### config.mk
export PLATFORM = sky130hd
export DESIGN_NAME = hazard_ctrl
export DESIGN_NICKNAME = d
export VERILOG_FILES = /design/src/rtl/hazard_pkg.sv /design/src/rtl/mul_stall_fsm.sv /design/src/rtl/hazard_ctrl.sv
export SDC_FILE = /design/constraint.sdc
export NUM_CORES = 1
export LEC_CHECK = 0
export ABC_AREA = 1
export CELL_PAD_IN_SITES_DETAIL_PLACEMENT = 0
export CELL_PAD_IN_SITES_GLOBAL_PLACEMENT = 1
export CORE_MARGIN = 2
export CORE_UTILIZATION = 25
export DETAILED_ROUTE_END_ITERATION = 8
export GPL_TIMING_DRIVEN = 0
export PLACE_DENSITY_LB_ADDON = 0.1
export SETUP_SLACK_MARGIN = 0.5
export SLEW_MARGIN = 20
export SYNTH_ARGS = -nofsm -noshare
export SYNTH_HDL_FRONTEND = slang
export SYNTH_SLANG_ARGS = --single-unit
export TNS_END_PERCENT = 100
### constraint.sdc
create_clock -name clk -period 4 [get_ports clk]
set_clock_uncertainty 0.05 [all_clocks]
set_input_delay 1.2 -clock clk [delete_from_list [all_inputs] [get_ports clk]]
set_output_delay 1.2 -clock clk [all_outputs]
set_load 0.01 [all_outputs]
### src/rtl/hazard_pkg.sv
// Shared encodings and helpers for the pipeline hazard controller.
package hazard_pkg;

  localparam int unsigned REG_W  = 4;
  localparam int unsigned CNT_W  = 3;
  localparam int unsigned STAT_W = 16;

  // R15 reads as the PC and is never forwarded.
  localparam logic [REG_W-1:0] PC_REG = 4'd15;

  typedef enum logic [1:0] {
    FWD_RF  = 2'b00,
    FWD_WB  = 2'b01,
    FWD_MEM = 2'b10
  } fwd_sel_e;

  typedef enum logic {
    MUL_IDLE = 1'b0,
    MUL_BUSY = 1'b1
  } mul_state_e;

  // Operand source for one E-stage read port; M beats W.
  function automatic fwd_sel_e fwd_select(
    input logic [REG_W-1:0] ra,
    input logic             rw_m,
    input logic [REG_W-1:0] wa_m,
    input logic             rw_w,
    input logic [REG_W-1:0] wa_w
  );
    fwd_sel_e sel;
    sel = FWD_RF;
    if (ra == PC_REG) begin
      sel = FWD_RF;
    end else if (rw_m && (wa_m == ra)) begin
      sel = FWD_MEM;
    end else if (rw_w && (wa_w == ra)) begin
      sel = FWD_WB;
    end
    return sel;
  endfunction

endpackage

### src/rtl/mul_stall_fsm.sv
// Holds a multiply in E for MUL_CYCLES cycles; a PC write in W aborts it.
module mul_stall_fsm
  import hazard_pkg::*;
#(
  parameter int unsigned MUL_CYCLES = 3
) (
  input  logic clk_i,
  input  logic reset_i,
  input  logic mul_op_i,
  input  logic pc_src_w_i,
  output logic mul_stall_o,
  output logic mul_abort_o
);

  localparam logic [CNT_W-1:0] CNT_LOAD = CNT_W'(MUL_CYCLES - 2);

  mul_state_e       state_q, state_d;
  logic [CNT_W-1:0] cnt_q, cnt_d;

  always_ff @(posedge clk_i) begin
    if (reset_i) begin
      state_q <= MUL_IDLE;
      cnt_q   <= '0;
    end else begin
      state_q <= state_d;
      cnt_q   <= cnt_d;
    end
  end

  always_comb begin
    state_d     = state_q;
    cnt_d       = cnt_q;
    mul_stall_o = 1'b0;
    mul_abort_o = 1'b0;
    case (state_q)
      MUL_IDLE: begin
        if (mul_op_i) begin
          mul_stall_o = 1'b1;
          cnt_d       = CNT_LOAD;
          state_d     = MUL_BUSY;
        end
      end
      MUL_BUSY: begin
        // A redirect from W kills the multiply without stalling further.
        if (pc_src_w_i) begin
          mul_abort_o = 1'b1;
          cnt_d       = '0;
          state_d     = MUL_IDLE;
        end else if (cnt_q != '0) begin
          mul_stall_o = 1'b1;
          cnt_d       = cnt_q - 1'b1;
        end else begin
          state_d = MUL_IDLE;
        end
      end
      default: begin
        state_d = MUL_IDLE;
        cnt_d   = '0;
      end
    endcase
  end

endmodule

### src/rtl/hazard_ctrl.sv
// Pipeline hazard unit: forwarding, load/multiply stalls, flushes and a stall statistic.
module hazard_ctrl
  import hazard_pkg::*;
#(
  parameter int unsigned MUL_CYCLES = 3
) (
  input  logic              clk,
  input  logic              reset,
  input  logic [REG_W-1:0]  RA1D,
  input  logic [REG_W-1:0]  RA2D,
  input  logic [REG_W-1:0]  RA1E,
  input  logic [REG_W-1:0]  RA2E,
  input  logic [REG_W-1:0]  WA3E,
  input  logic [REG_W-1:0]  WA3M,
  input  logic [REG_W-1:0]  WA3W,
  input  logic              RegWriteE,
  input  logic              RegWriteM,
  input  logic              RegWriteW,
  input  logic              MemtoRegE,
  input  logic              MulOpE,
  input  logic              PCWrPendingF,
  input  logic              PCSrcW,
  input  logic              BranchTakenD,
  input  logic              StatClr,
  output logic [1:0]        ForwardAE,
  output logic [1:0]        ForwardBE,
  output logic              StallF,
  output logic              StallD,
  output logic              StallE,
  output logic              FlushD,
  output logic              FlushE,
  output logic              BranchGoD,
  output logic [STAT_W-1:0] StallCount
);

  logic              ldr_stall;
  logic              mul_stall;
  logic              mul_abort;
  fwd_sel_e          fwd_a, fwd_b;
  logic [STAT_W-1:0] stat_q, stat_d;

  mul_stall_fsm #(
    .MUL_CYCLES (MUL_CYCLES)
  ) u_mul_fsm (
    .clk_i       (clk),
    .reset_i     (reset),
    .mul_op_i    (MulOpE),
    .pc_src_w_i  (PCSrcW),
    .mul_stall_o (mul_stall),
    .mul_abort_o (mul_abort)
  );

  always_comb begin
    fwd_a = fwd_select(RA1E, RegWriteM, WA3M, RegWriteW, WA3W);
    fwd_b = fwd_select(RA2E, RegWriteM, WA3M, RegWriteW, WA3W);
  end

  assign ForwardAE = fwd_a;
  assign ForwardBE = fwd_b;

  // Load-use: the loaded value is not available until after M.
  assign ldr_stall = MemtoRegE & RegWriteE & ((RA1D == WA3E) | (RA2D == WA3E));

  assign StallF    = ldr_stall | PCWrPendingF | mul_stall;
  assign StallD    = ldr_stall | mul_stall;
  assign StallE    = mul_stall;
  assign BranchGoD = BranchTakenD & ~mul_stall;
  assign FlushD    = (PCWrPendingF | PCSrcW | BranchGoD) & ~mul_stall;
  assign FlushE    = ((ldr_stall | BranchGoD) & ~mul_stall) | mul_abort;

  // Saturating stall statistic; clear wins over increment.
  always_comb begin
    stat_d = stat_q;
    if (StatClr) begin
      stat_d = '0;
    end else if (StallD && (stat_q != '1)) begin
      stat_d = stat_q + 1'b1;
    end
  end

  always_ff @(posedge clk) begin
    if (reset) begin
      stat_q <= '0;
    end else begin
      stat_q <= stat_d;
    end
  end

  assign StallCount = stat_q;

endmodule

# ---- Yosys cells after proc, flatten, opt, wreduce, memory -nomap -nowiden
# Cells that the tools add are included.
# Widths: inputs -> output; s select.
dict set report classes {
  n_addsub 2
  eq_ne 11
  mux 16
  bitwise_logic 15
  reduce_logical 8
}
# op count
set ops {}
lappend ops {{$eq 4x4->1} 6}
lappend ops {{$add 16x1->16 const B} 1}
lappend ops {{$ne 16x16->1 const B} 1}
lappend ops {{$mux 3} 3}
lappend ops {{$eq 4x4->1 const B} 2}
lappend ops {{$mux 2} 4}
lappend ops {{$or 1x1->1} 8}
lappend ops {{$mux 1} 7}
lappend ops {{$pmux 3 s2} 1}
lappend ops {{$and 1x1->1} 5}
lappend ops {{$logic_and 1x1->1} 5}
lappend ops {{$ne 3x3->1 const B} 1}
lappend ops {{$reduce_bool 3->1} 1}
lappend ops {{$sub 3x1->3 const B} 1}
lappend ops {{$ne 2x2->1 const B} 1}
lappend ops {{$not 1->1} 2}
lappend ops {{$pmux 1 s2} 1}
lappend ops {{$reduce_and 2->1} 1}
lappend ops {{$reduce_or 2->1} 1}
dict set report totals {
  ff_bits 20
  inputBits 39
  elab_cells 55
}

# ---- Logic depth before layout (Yosys ltp)
# Gate-level depths: netlist of the first run.
dict set report logic_depth {
  ltp_word 9
  ltp_mapped 12
  depth_no_buf 11
}

# ---- Hierarchy
# From an unflattened synthesis of the first run, not the netlist that was laid out.
dict set report unflattened {
  hier_cells 283
  hier_area_um2 1655.3
}
# module n_inst cells_per_inst area_each_um2 seq_area_each_um2
set modules_own_cells {}
lappend modules_own_cells {hazard_ctrl 1 241 1388.8 320.3}
lappend modules_own_cells {mul_stall_fsm 1 42 266.5 80.1}

# ---- Worst setup path after synthesis of the first run
# No wires, ideal clock.
dict set report synth_path {
  kind {input -> output}
  from {input MulOpE}
  to {output FlushE}
  arrival_ps 2166
  required_ps 2750
  path_slack_ps 584
  path_stages 7
  n_path_buf 0
  cell_sequence {nand2_1 inv_1 nor2_2 inv_1 nor2_1 a21oi_1 o21ai_0}
}
dict set report synth_between {
  elab_chain_len 7
}
# element line
set synth_lines {}
lappend synth_lines {{start, declared} hazard_ctrl.sv:20} ;# input logic MulOpE,
lappend synth_lines {{$mux 1} mul_stall_fsm.sv:37} ;# if (mul_op_i) begin
lappend synth_lines {{$pmux 1 s2} mul_stall_fsm.sv:35} ;# case (state_q)
lappend synth_lines {{net StallE} hazard_ctrl.sv:29} ;# output logic StallE,
lappend synth_lines {{$not 1->1} hazard_ctrl.sv:67} ;# assign BranchGoD = BranchTakenD & ~mul_stall;
lappend synth_lines {{$and 1x1->1} hazard_ctrl.sv:67}
lappend synth_lines {{net BranchGoD} hazard_ctrl.sv:32} ;# output logic BranchGoD,
lappend synth_lines {{$or 1x1->1} hazard_ctrl.sv:69} ;# assign FlushE = ((ldr_stall | BranchGoD) & ~mul_stall) | mul_abort;
lappend synth_lines {{$and 1x1->1} hazard_ctrl.sv:69}
lappend synth_lines {{$or 1x1->1} hazard_ctrl.sv:69}
lappend synth_lines {{end, declared} hazard_ctrl.sv:31} ;# output logic FlushE,
# The timed path passes the listed nets, and every way through them passes these cells.

# ---- Worst setup path in the final report of the first run
dict set report layout_path {
  from {input WA3M[2]}
  to {output ForwardBE[1]}
}
dict set report layout_between {
  elab_chain_len 4
}
# element line
set layout_lines {}
lappend layout_lines {{start, declared} hazard_ctrl.sv:14} ;# input logic [REG_W-1:0] WA3M,
lappend layout_lines {{$eq 4x4->1} hazard_pkg.sv:34} ;# end else if (rw_m && (wa_m == ra)) begin
lappend layout_lines {{$logic_and 1x1->1} hazard_pkg.sv:34}
lappend layout_lines {{$mux 2} hazard_pkg.sv:34}
lappend layout_lines {{$mux 2} hazard_pkg.sv:32} ;# if (ra == PC_REG) begin
lappend layout_lines {{end, declared} hazard_ctrl.sv:26} ;# output logic [1:0] ForwardBE,
# Every way passes these cells.

==> flow_summary_export.csv, run 1 <==
group,metric,value,unit
final_layout,post-route-util,39.5,%
sta,setup_violations,0,
min_path,worstHoldPathType,"reg -> reg",
detailed_routing,wire_per_inst,10.9,um
global_route,grt_pass1_wl,7810,um
synth,synth_top_family_by_area,"simple AND/OR/NAND/NOR gates",
placement,pre_cts_ws,-0.369,ns
sta,hold_violations,0,
synth,syn_nets,310,
power,finalPower,0.567,mW
detailed_routing,ant_nets,0,
final_layout,drive_gt1_share,27.9,%
synth,synth_compound_area_share,13.4,%
placement,portBuffers,64,
synth,synth_edf_count,0,
sta,tightest_slew,0.535,ns
synth,synth-adder-area-share,2.33,%
global_route,antenna_found_initial,0,
final_layout,design_area,0.00248,sq mm
synth,yosysWarnings,0,
worst_setup_path,cp_max_fo,4,
min_path,hold_path_depth,2,
detailed_routing,drtPass1Iterations,4,
cts,clock_path_buffers,2,
placement,dpl-instance-area,0.00234,sq mm
synth,yosysMostFrequentCell,"nand2_1",
detailed_routing,vias,1851,
synth,muxShareOfSynthArea,0,%
synth,synth_xor_area_share,1.09,%
global_route,grt_pass1_vias,1721,
detailed_routing,route.detailed.drc,0,
cts,h-tree-depth,1,
sta,max_freq,290,MHz
die,die_x,84.2,um
cts,cts_inserted_buffers,3,
die,die-area,0.00709,sq mm
synth,synth_top_area_cell,"dfxtp_1",
worst_setup_path,worst_path_max_delay_cell,"or2_4",
worst_setup_path,r2r-end,"StallCount[3]",
sta,rsz0062_at_grt,"true",
cts,clk_pin_slew_worst_paths,0.08,ns
sta,setup_ws,0.549,ns
synth,syn-cell-area,0.00161,sq mm
worst_setup_path,timing_worst_setup_path_type,"in -> out",
worst_setup_path,max_stage_delay,0.26,ns
detailed_routing,drt_iter0_drc,52,
sta,setup_tns,0,ns
worst_setup_path,crit_chain,"clkdlybuf4s15_1 > or2_4 > a21oi_2 > nand2_2 > nor3b_2 > buf_2",
die,initial_core_util,25.6,%
placement,gp_congestion,0.749,
global_route,grt_max_degree,13,
cts,cts_root_buffer,"clkbuf_8",
global_route,overflow,0,
sta,period_minus_slack,3.45,ns
worst_setup_path,r2r_slack,2.02,ns
synth,synthTopCellsByArea,"dfxtp_1, nand2_1, nor2_1, inv_1, a21oi_1",
die,rows,29,
power,irDropWorstVdd,0.000188,V
worst_setup_path,critPathLaunchType,"input port",
sta,fin_crit_sh,86.3,%
min_path,min_from,"u_mul_fsm.cnt_q[0]",
sta,whs,0.482,ns
flow_run,maxCapViolations,0,
global_route,grt.total_usage,13.1,%
power,pwr_density_cell,229,mW/mm^2
min_path,holdPathEnd,"u_mul_fsm.cnt_q[0]",
status,status,"complete, no violations",
synth,netlist_instances,268,
worst_setup_path,setup.worst_path.end_class,"output pin",
cts,cts_tree,"built",
placement,dp_hpwl,3530,um
placement,dp_cells,409,
worst_setup_path,startpoint,"WA3M[2]",
synth,synth_top_area_share,24.9,%
final_layout,final_nets,384,
synth,ys.flop_type,"dfxtp_1",
worst_setup_path,critPathRequiredTime,2.75,ns
synth,synth-simple-area-share,45.2,%
power,p_leak,1.08,nW
final_layout,diodes,0,
synth,synth_area_per_cell,6.00,sq um
synth,synth_seq_cells,20,
die,dieHeight,84.2,um
detailed_routing,vias_per_cell,4.43,
final_layout,fin_cells,418,
worst_setup_path,r2r_start,"u_mul_fsm.cnt_q[0]",
cts,clock-sinks,20,
final_layout,syn2layout_area_growth,54.1,%
synth,yosysSeqAreaShare,24.9,%
die,ios,65,
sta,max_slew_margin,64.3,%
synth,async_flop_share,0,%
die,core_area,0.00628,sq mm
sta,slew_viol_final,0,
detailed_routing,wl,4570,um
worst_setup_path,worstRegToRegCells,12,
cts,clock_latency,0.26,ns
synth,yosysUniqueCellTypes,26,
worst_setup_path,worst_ep_arrival_time,2.20,ns
synth,synth_common_cells,"nand2_1, nor2_1, inv_1, a21oi_1, nand3_1",
cell families (layout without fill, tap and decap cells):
family | Yosys count | after routing
simple gates | 154 | 154
buf+inv | 50 | 123
compound gates | 39 | 39
flops | 20 | 20
fa+ha+maj | 3 | 3
xor+xnor | 2 | 2
registers in the layout, summed over array words and instances, names as in the netlist:
register           flops
StallCount            16
u_mul_fsm.cnt_q        3
u_mul_fsm.state_q      1
how the worst max path moves through the flow:
stage                               to  slack, ns  depth (start not counted)
after floorplan                 FlushE       0.58                          7
after global placement          StallF      -0.40                         12
after detailed placement        StallF      -0.37                         12
after CTS                       StallF       0.48                         12
after global routing            StallF       0.49                         12
final                     ForwardBE[1]       0.55                          6
area by class of cell:
class	count	area, sq um
multi-input cells	198	1080
inverters	46	175
well taps	77	96.3
clock buffers	3	41.3
flip-flops and latches	20	400
plain buffers	4	45.0
fillers	707	3800
clock inverters	1	30.0
repair buffers	69	611
routing by layer:
metal	GRT usage (%)	vias to the layer above	share of wire, %
li1	-	1003	-
met1	16.8	808	46
met2	23.2	38	49
met3	2.85	2	4.6
met4	1.32	0	0.35
met5	0	-	0
critical path: cells and delay by family:
kind            cells  cell delay [ns]
simple gates        3             0.49
buf+inv             2             0.36
compound gates      1             0.15
repair_timing:
item	4_1_cts	5_1_grt
pin swaps	26	23
setup buffers	4	1
resized for setup	125	40
hold buffers	0	0
hold endpoints to repair	0	0
endpoints found under the setup margin	10	7
gates cloned	0	0
layout by cell type, fill, tap and decap left out, drive strengths merged, types with 6 or more instances in the layout:
master,instances
nand2,66
nor2,53
inv,46
buf,26
a21oi,25
nand3,21
clkdlybuf4s50,21
dfxtp,20
dlygate4sd2,15
o22ai,8
clkdlybuf4s15,7
clkbuf,7
nand4,6
power by group:
| group | internal, mW | total, mW | leakage (nW) | switching [mW] |
|---|---|---|---|---|
| Combinational | 0.0763 | 0.155 | 0.878 | 0.0791 |
| Clock | 0.134 | 0.207 | 0.0357 | 0.0731 |
| Sequential | 0.202 | 0.205 | 0.162 | 0.00272 |
| Total | 0.412 | 0.567 | 1.08 | 0.155 |
(Power assumes the default switching activity.)
==> run 2, diff against run 1 <==
- CORE_UTILIZATION: 25 -> 31
==> run 2 against run 1 <==
Effect of this change:
- sequential power hardly changed
- final area is 0.96% lower
- sequential share of layout area is 0.16 points higher
- via count is 0.59% lower
- critical path depth is 2 higher
- hold slack worse by 0.015 ns
- global-route usage is 2.2 points higher
- combinational power hardly changed
==> flow_summary_export.csv, run 2 (synthesis gave the netlist of run 1 again) <==
group,metric,value,unit
status,status,"complete, no violations",
cts,cts_tree,"built",
cts,h-tree-depth,1,
worst_setup_path,setup.worst_path.end_class,"output pin",
detailed_routing,drtPass1Iterations,4,
final_layout,final_cell_mix,"nand2_1, nor2_1, inv_1",
cts,clock_latency,0.26,ns
power,irDropWorstVdd,0.000138,V
sta,max_slew_margin,64.0,%
worst_setup_path,worst_path_max_delay_cell,"dlygate4sd2_1",
die,core_area,0.00504,sq mm
worst_setup_path,worst_ep_arrival_time,2.23,ns
worst_setup_path,r2r-end,"StallCount[11]",
global_route,grt.total_usage,15.3,%
cts,clock_path_buffers,2,
worst_setup_path,startpoint,"MulOpE",
final_layout,final_nets,387,
sta,rsz0062_at_grt,"true",
sta,setup_violations,0,
power,p_leak,1.09,nW
final_layout,largest_register_ffs,16,
die,initial_core_util,31.9,%
placement,dp_hpwl,3350,um
worst_setup_path,max_stage_delay,0.24,ns
power,finalPower,0.516,mW
global_route,antenna_found_initial,0,
worst_setup_path,timing_worst_setup_path_type,"in -> out",
placement,dp_cells,402,
detailed_routing,top_layer,"met4",
sta,slew_viol_final,0,
placement,dpl-instance-area,0.00234,sq mm
cts,holdBufCountCts,0,
die,rows,26,
worst_setup_path,critPathRequiredTime,2.75,ns
worst_setup_path,cp_common_cell,"buf_6",
die,die_x,76.0,um
die,dieHeight,76.0,um
cts,cts_root_buffer,"clkbuf_8",
worst_setup_path,crit_chain,"dlygate4sd2_1 > nand2_2 > inv_2 > nor2_4 > nand2_4 > buf_6 > or2_1 > buf_6",
detailed_routing,ant_nets,0,
cts,cts_inserted_buffers,3,
detailed_routing,met2_length,2010,um
worst_setup_path,r2r_slack,2.00,ns
detailed_routing,drt_iter0_drc,34,
final_layout,final_common_cell,"nand2_1",
flow_run,maxCapViolations,0,
die,ios,65,
sta,whs,0.466,ns
detailed_routing,vias_per_cell,4.44,
final_layout,fin_cells,414,
detailed_routing,wl_met3,229,um
detailed_routing,met1Wirelength,1960,um
final_layout,design_area,0.00245,sq mm
worst_setup_path,critPathLaunchType,"input port",
power,pwr_density_cell,210,mW/mm^2
min_path,hold_path_depth,2,
global_route,grt_max_degree,12,
sta,period_minus_slack,3.48,ns
final_layout,diodes,0,
placement,gp_congestion,0.755,
sta,fin_crit_sh,87.0,%
final_layout,drive_gt1_share,27.0,%
detailed_routing,route.detailed.drc,0,
detailed_routing,wire_per_inst,10.3,um
final_layout,syn2layout_area_growth,52.6,%
cts,clock-sinks,20,
die,die-area,0.00578,sq mm
placement,pre_cts_ws,-0.366,ns
worst_setup_path,cp_max_fo,3,
cts,clk_pin_slew_worst_paths,0.07,ns
sta,tightest_slew,0.541,ns
sta,max_freq,287,MHz
global_route,grt_pass1_vias,1735,
global_route,grt_pass1_wl,7480,um
placement,portBuffers,64,
detailed_routing,vias,1840,
worst_setup_path,r2r_start,"u_mul_fsm.cnt_q[0]",
sta,setup_ws,0.518,ns
worst_setup_path,critical_path.endpoint,"StallF",
detailed_routing,wl,4260,um
worst_setup_path,worstRegToRegCells,13,
sta,hold_violations,0,
min_path,worstHoldPathType,"reg -> reg",
global_route,overflow,0,
-- run 2: critical path, delay by kind of cell --
family / cells / cell delay, ns
buffers and inverters: 4 / 0.51
AND/OR/NAND/NOR: 4 / 0.51
-- run 2: timing repair --
action,in CTS,in global routing
pin swaps,28,19
endpoints found under the setup margin,10,8
setup buffers,6,2
resized for setup,125,31
-- run 2: cell type report --
| type | count | area, sq um |
|---|---|---|
| Multi-Input combinational cell | 198 | 1060 |
| Timing Repair Buffer | 72 | 632 |
| Tap cell | 70 | 87.6 |
| Fill cell | 561 | 2590 |
| Sequential cell | 20 | 400 |
| Buffer | 4 | 41.3 |
| Clock buffer | 4 | 55.1 |
| Inverter | 46 | 175 |
-- run 2: worst min path at each step --
stage | from | endpoint | slack, ns
after floorplan | u_mul_fsm.cnt_q[0] | u_mul_fsm.cnt_q[0] | 0.43
after global placement | u_mul_fsm.cnt_q[0] | u_mul_fsm.cnt_q[0] | 0.45
after detailed placement | u_mul_fsm.cnt_q[0] | u_mul_fsm.cnt_q[0] | 0.46
after CTS | u_mul_fsm.cnt_q[0] | u_mul_fsm.cnt_q[0] | 0.47
after global routing | u_mul_fsm.cnt_q[0] | u_mul_fsm.cnt_q[0] | 0.49
final | u_mul_fsm.cnt_q[0] | u_mul_fsm.cnt_q[0] | 0.47
-- run 2: through the flow --
step / util (%) / setup TNS [ns]
2_1_floorplan: - / 0
3_3_place_gp: 46.3 / -1.74
3_5_place_dp: 46.3 / -1.74
4_1_cts: 47.0 / 0
5_1_grt: 48.7 / 0
6_report: 48.7 / 0
-- run 2: routing by layer --
layer | GRT usage [%] | up-vias
met5 | 0 | -
met4 | 3.64 | 0
met3 | 3.20 | 6
met2 | 27.1 | 45
met1 | 19.1 | 780
li1 | - | 1009
-- run 2: power by group --
group / leakage (nW) / internal, mW / total (mW) / switching (mW)
logic: 0.903 / 0.0773 / 0.154 / 0.0772
clock network: 0.0288 / 0.0876 / 0.156 / 0.0688
registers: 0.162 / 0.202 / 0.205 / 0.00252
total: 1.09 / 0.367 / 0.516 / 0.148
